<file path="src/rtl/sam_byte_packer.sv">
// -----------------------------------------------------------------------------
// sam_byte_packer
//
// Packs an 8-bit byte stream into little-endian 32-bit words for the SAM core.
// A byte flagged with in_last closes the current word early. Unused upper lanes
// of that word are filled with PAD_BYTE, and out_keep marks which lanes are valid.
//
// Parameters:
//   PAD_BYTE   fill value for unused lanes of a partial final word
//   COUNT_W    width of the emitted-word counter
//
// Ports:
//   clk         rising-edge clock
//   rst         synchronous active-high reset
//   in_data     input byte
//   in_valid    input byte valid
//   in_last     input byte ends a packet (qualified by in_valid)
//   in_ready    byte accepted when in_valid && in_ready
//   out_data    packed word, byte k in bits [8k+7:8k]
//   out_keep    byte-lane valid mask for out_data
//   out_last    word ends a packet
//   out_valid   output word valid
//   out_ready   downstream ready
//   word_count  number of words transferred since reset (wraps)
// -----------------------------------------------------------------------------
module sam_byte_packer #(
    parameter logic [7:0]  PAD_BYTE = 8'h00,
    parameter int unsigned COUNT_W  = 16
) (
    input  logic               clk,
    input  logic               rst,
    input  logic [7:0]         in_data,
    input  logic               in_valid,
    input  logic               in_last,
    output logic               in_ready,
    output logic [31:0]        out_data,
    output logic [3:0]         out_keep,
    output logic               out_last,
    output logic               out_valid,
    input  logic               out_ready,
    output logic [COUNT_W-1:0] word_count
);

    logic [1:0]         idx_r;
    logic [23:0]        acc_r;
    logic [31:0]        out_data_r;
    logic [3:0]         out_keep_r;
    logic               out_last_r;
    logic               out_valid_r;
    logic [COUNT_W-1:0] word_count_r;

    logic               accept_s;
    logic               xfer_s;
    logic               complete_s;
    logic [31:0]        word_s;
    logic [3:0]         keep_s;

    // The input stalls whenever the output register is occupied and not
    // draining, even mid-word; this avoids needing a second word buffer.
    assign in_ready   = !rst && (!out_valid_r || out_ready);
    assign accept_s   = in_valid && in_ready;
    assign xfer_s     = out_valid_r && out_ready;
    assign complete_s = accept_s && ((idx_r == 2'd3) || in_last);

    // Assemble the word that would be emitted if the current byte completes it.
    always_comb begin
        word_s = {4{PAD_BYTE}};
        keep_s = 4'h0;
        case (idx_r)
            2'd0: begin
                word_s = {PAD_BYTE, PAD_BYTE, PAD_BYTE, in_data};
                keep_s = 4'h1;
            end
            2'd1: begin
                word_s = {PAD_BYTE, PAD_BYTE, in_data, acc_r[7:0]};
                keep_s = 4'h3;
            end
            2'd2: begin
                word_s = {PAD_BYTE, in_data, acc_r[15:0]};
                keep_s = 4'h7;
            end
            2'd3: begin
                word_s = {in_data, acc_r};
                keep_s = 4'hF;
            end
            default: begin
                word_s = {4{PAD_BYTE}};
                keep_s = 4'h0;
            end
        endcase
    end

    // Byte index and accumulator: collect lanes 0..2 until a word completes.
    always_ff @(posedge clk) begin
        if (rst) begin
            idx_r <= 2'd0;
            acc_r <= 24'h000000;
        end else if (accept_s) begin
            if (complete_s) begin
                idx_r <= 2'd0;
            end else begin
                idx_r <= idx_r + 2'd1;
                case (idx_r)
                    2'd0:    acc_r[7:0]   <= in_data;
                    2'd1:    acc_r[15:8]  <= in_data;
                    2'd2:    acc_r[23:16] <= in_data;
                    default: acc_r        <= acc_r;
                endcase
            end
        end else begin
            idx_r <= idx_r;
            acc_r <= acc_r;
        end
    end

    // Output register: reload on completion (even while transferring),
    // otherwise drop valid after a transfer, otherwise hold steady.
    always_ff @(posedge clk) begin
        if (rst) begin
            out_data_r  <= 32'h00000000;
            out_keep_r  <= 4'h0;
            out_last_r  <= 1'b0;
            out_valid_r <= 1'b0;
        end else if (complete_s) begin
            out_data_r  <= word_s;
            out_keep_r  <= keep_s;
            out_last_r  <= in_last;
            out_valid_r <= 1'b1;
        end else if (xfer_s) begin
            out_valid_r <= 1'b0;
        end else begin
            out_valid_r <= out_valid_r;
        end
    end

    // Transferred-word counter, wrapping naturally at its width.
    always_ff @(posedge clk) begin
        if (rst) begin
            word_count_r <= '0;
        end else if (xfer_s) begin
            word_count_r <= word_count_r + {{(COUNT_W-1){1'b0}}, 1'b1};
        end else begin
            word_count_r <= word_count_r;
        end
    end

    assign out_data   = out_data_r;
    assign out_keep   = out_keep_r;
    assign out_last   = out_last_r;
    assign out_valid  = out_valid_r;
    assign word_count = word_count_r;

endmodule

</file>
<file path="config.mk">
export PLATFORM = sky130hd
export DESIGN_NAME = sam_byte_packer
export DESIGN_NICKNAME = d
export VERILOG_FILES = /design/src/rtl/sam_byte_packer.sv
export SDC_FILE = /design/constraint.sdc
export NUM_CORES = 1
export LEC_CHECK = 0
export CELL_PAD_IN_SITES_DETAIL_PLACEMENT = 2
export CELL_PAD_IN_SITES_GLOBAL_PLACEMENT = 2
export CORE_MARGIN = 2
export CORE_UTILIZATION = 33
export DETAILED_ROUTE_END_ITERATION = 10
export GPL_ROUTABILITY_DRIVEN = 1
export GPL_TIMING_DRIVEN = 0
export PLACE_DENSITY = 0.86
export SLEW_MARGIN = 25
export SYNTH_ARGS = -nofsm -noshare
export SYNTH_HDL_FRONTEND = slang
export SYNTH_SLANG_ARGS = --single-unit
</file>
<file path="constraint.sdc">
create_clock -name clk -period 3.5 [get_ports clk]
set_input_delay 0.35 -clock clk [delete_from_list [all_inputs] [get_ports clk]]
set_output_delay 0.35 -clock clk [all_outputs]
set_load 0.03 [all_outputs]
</file>
[After elaboration in Yosys (flattened, before gate mapping)]
Index checks and enable logic that the tools add are counted.
Cells by class
  bitwise operators: 1
  equal/unequal tests: 3
  shifts and indexed selects: 0
  muxes and demuxes: 5
  div/mod/pow operators: 0
  order comparisons: 0
  $mul: 0
  add/subtract/negate cells: 2
  reduce and logical (&&, ||, !) cells: 13
Operators with widths (count)
  one-hot mux 32 bit (4 select lines): 1
  adder 16 x 1 -> 16 bit (second input constant): 1
  one-hot mux 4 bit (4 select lines): 1
  AND reduction 3 bit: 3
  equality test 2 bit (second input constant): 2
  logical AND 1 bit: 4
  adder 2 x 1 -> 2 bit (second input constant): 1
  equality test 2 x 1 -> 1 bit (second input constant): 1
  zero test 1 bit: 2
  zero test 2 bit: 1
  logical OR 1 bit: 2
  two-way mux 1 bit: 2
  two-way mux 2 bit: 1
  nonzero test 2 bit: 1
  inverter 1 bit: 1
Word-level totals
  memory bits (writable): 0
  memories kept: 0
  bits of input ports: 13
  memory bits (read-only): 0
  output and inout port bits: 55
  word-level logic and storage cells: 33
  flip-flop bits (word level): 80
  latch bits: 0

[Depth between registers and ports, before layout]
  word-level depth: 7
  mapped depth: 7
  mapped depth without buffers: 6

[Worst setup path after synthesis]
Ideal clock, no wire load.
  path type: flip-flop to flip-flop
  from: register out_valid_r, in the netlist out_valid
  to: register word_count_r[15], in the netlist word_count[15]
  cell stages (with the launch flop): 5
  data arrival time: 1.700 ns
  period minus slack after synthesis: 1.771 ns
  required time: 3.430 ns
  slack: 1.729 ns
  library setup time: 0.070 ns
  path buffers: 0
  cell sequence: dfxtp_1 -> nand3_1 -> or2_1 -> or4_1 -> a21oi_1
On the way
  cells in the longest elaborated chain, start to end: 1
Ends and longest elaborated chain
  start, declared: RTL line 49  | logic out_valid_r;
  start signal, assigned: RTL line 132  | out_valid_r <= out_valid_r;
  logical AND 1 bit: RTL line 62  | assign xfer_s = out_valid_r && out_ready;
  end signal, assigned: RTL line 141  | word_count_r <= word_count_r + {{(COUNT_W-1){1'b0}}, 1'b1};
  end signal, assigned: RTL line 143  | word_count_r <= word_count_r;
  end, declared: RTL line 50  | logic [COUNT_W-1:0] word_count_r;
No other way between the ends.
A chain may end at the register's enable or synchronous reset.

[Worst setup path in the final report]
  from: input port rst
  to: output port in_ready
On the way
  cells in the longest elaborated chain, start to end: 2
Ends and longest elaborated chain
  start, declared: RTL line 31  | input logic rst,
  zero test 1 bit: RTL line 60  | assign in_ready = !rst && (!out_valid_r || out_ready);
  logical AND 1 bit: RTL line 60
  end, declared: RTL line 35  | output logic in_ready,
No other way between the ends.

==> summary.md <==
| Metric | Value |
|---|---|
| Pwr dens | 433 nW/µm² |
| Vias in the first global route | 3388 |
| Post-CTS Hold Buffers | 0 |
| EDFF count, synth | 0 |
| Yosys top cell by area | dfxtp_1 |
| Vert. Die Dim | 104 µm |
| First-pass GRT wire length | 18200 µm |
| CP endpoint kind | output pin |
| Clock sink count | 80 |
| TritonCTS buffer count | 9 |
| CTS tree | built |
| Multi-input gate area | around 1600 µm² |
| Cell Area, Synth | 3300 µm² |
| Fillers | 1086 |
| Clk_lat worst skew | 360 ps |
| Synth Flop Type | dfxtp_1 |
| Post-synth top area share | 48.5% |
| Synthesized area per cell | between 9 and 10 µm² |
| Final setup viols | 0 |
| Slew @ Worst Pin | 591 ps |
| Post-Synthesis Net Count | between 300 and 400 |
| Max Freq | 369 MHz |
| Post-synthesis register bit count | 80 |
| Max Cap Viol | 0 |
| IR drop worst, VDD | 0.188 mV |
| Post-synth ARST share | 0% |
| Clock Skew | 9.18 ps |
| Global Route met1 Usage | around a quarter |
| Vias | just over 3000 |
| Met2 GRT Util | between 30% and 40% |
| Core Area | 9730 µm² |
| 1st-pass router iterations | 4 |
| Commonest cells in the netlist | dfxtp_1, nor2_1, nand2_1 |
| Clock buffer depth | 2 |
| Hold path startpoint | out_data[17]$_SDFFE_PP0P_ |
| Crit path launch type | primary input |
| Final Hold Violating Endpoints | 0 |
| Slew Limit Fails | 0 |
| H-Tree Depth | 3 |
| Tmin final | 2710 ps |
| CP Max Fanout | 10 |
| Tcrit/Tclk final | around 77% |
| Critical Path RT | approximately 3200 ps |
| Register area | 1600 µm² |
| Grt peak-use layer | met2 |
| Clock slew at reported path FFs | roughly 80 ps |
| Die X | around 100 µm |
| Antenna cell count | 0 |
| Layout cells sized above 1 | 5.58% |
| Most common cell in the netlist | dfxtp_1 |
| Routed wire length per instance | between 15 and 20 µm |
| GRT Total Usage | 21.4% |
| GPL Wtd Cong | about 0.86 |
| Initial antenna violation count | 0 |
| Outcome | complete, no violations |
| Clk Tree Root Cell | clkbuf_8 |
| Total setup buffers inserted after CTS | 0 |
| Seq/Total Area, Yosys | 48.5% |
| Final ANT Viol Nets | 0 |
| Post-route DRC | 0 |
| I/O Buffers | 67 |
| Post-CTS sizing | 0 |
| Largest cells by area after synthesis | dfxtp_1, mux2i_1, nor2_1 |
| Dpl ws | 769 ps |
| Gate Count Post-Synth | 366 |
| Initial core utilization | 34.0% |
| Final nets | 464 |
| RSZ-0062 raised after global routing | no |
| Post-Route Setup TNS | 0 ps |
| Leakage | 1.63 nW |
| Placed cells | roughly 570 |
| Critical path arrival | 2360 ps |
| Fin worst setup slack | approximately 800 ps |
| Hold/Removal Path Class | flop to flop |
| CP Class | primary input to output pin |
| I/O pin cnt | 68 |
| Layout area overhead | 32.5% |
| Post-Layout Cell Count | 581 |
| GRT overflow | 0 |
| Crit path from | rst |
| Rel. slew slack | 60.5% |
| Post-DR vias/cell | 5.23 |
| Yosys warns | 0 |
| Number of cell rows | 36 |
| Largest net degree at the start of global routing | 13 |
| Count of different cell masters after synthesis | 33 |
| Overall routed net length | 11100 µm |
| Worst R2R Start | idx_r[0]$_SDFFE_PP0P_ |
| Hpwl dp | 7800 µm |
| Total Die Area | 10800 µm² |
| Met3 GRT Util | around 3.8% |
| Starting DRC count in detailed routing | 85 |
==> stage by stage <==
step           utilization (%)  power [mW]  area, µm²  hold slack, ps
6_report                  45.0        1.90       4380             462
5_1_grt                   45.0        1.97       4380             484
4_1_cts                   45.0        1.91       4380             464
3_5_place_dp              42.6        1.10       4140             453
3_3_place_gp              42.6        1.09       4140             444
2_1_floorplan                -        1.02       3300             457
==> worst max-delay path: stages <==
cell	delay, ps
clkdlybuf4s50_1	460
clkbuf_1	380
clkbuf_1	440
nor2_1	120
clkdlybuf4s50_1	610
==> sequential cells by signal, indices dropped and copies added (netlist names) <==
name	cells
acc_r	24
idx_r	2
out_data	32
out_keep	4
out_last	1
out_valid	1
word_count	16
==> area by class of cell <==
type	instances	area share, %
Clock inverter	3	2.06
Multi-Input combinational cell	260	36.2
Timing Repair Buffer	67	15.3
Sequential cell	80	36.6
Tap cell	133	3.80
Clock buffer	12	3.32
Buffer	24	2.55
Inverter	2	0.172
==> power by group <==
group | switching [mW] | internal, mW | leakage (nW)
logic | 0.0951 | 0.0499 | 0.866
clock network | 0.330 | 0.491 | 0.117
registers | 0.00852 | 0.922 | 0.646
total | 0.433 | 1.46 | 1.63
==> placed cells by master (no fill, tap or decap) <==
cell type and instances:
nand2_1 32, or4_1 1, clkbuf_8 10, o21ai_0 3
nand4_1 6, a22oi_1 23, or2_1 1, and4_1 3
or3_4 1, inv_1 2, o31ai_1 1, a311oi_1 1
bufinv_16 3, nand2b_1 3, nand3_1 7, ha_1 7
nand4_2 3, buf_2 5, and3_1 1, dfxtp_1 80
xor2_1 7, nor2b_1 2, nor4_1 2, or2_2 1
nor3_1 13, buf_1 1, a221oi_1 8, xnor2_1 5
buf_6 2, or3_1 17, a211oi_1 1, clkdlybuf4s50_1 67
a21oi_1 26, mux2i_1 24, nor2_1 61, clkbuf_1 18
==> kinds of logic after synthesis <==
logic type | share of synthesized area [%]
buffers and inverters | 3.60
AOI/OAI and AO/OA | 12.5
and+or+nand+nor | 22.3
adders and majority gates | 2.65
DFF | 48.5
xor gates and xnor gates | 3.18
muxes | 7.27
==> per-layer routing <==
metal / vias to the layer above / wire, µm
li1: 1445 / -
met1: 1529 / 4870
met2: 57 / 5810
met3: 9 / 316
met4: 0 / 108
met5: - / 0
==> worst paths after layout <==
kind                                to  slack (ps)  cells after the start
max                           in_ready         790                      5
min          out_data[17]$_SDFFE_PP0P_         460                      2
max reg2reg  out_data[12]$_SDFFE_PP0P_        1310                      7
min reg2reg  out_data[17]$_SDFFE_PP0P_         460                      2
(Power assumes the default switching activity.)
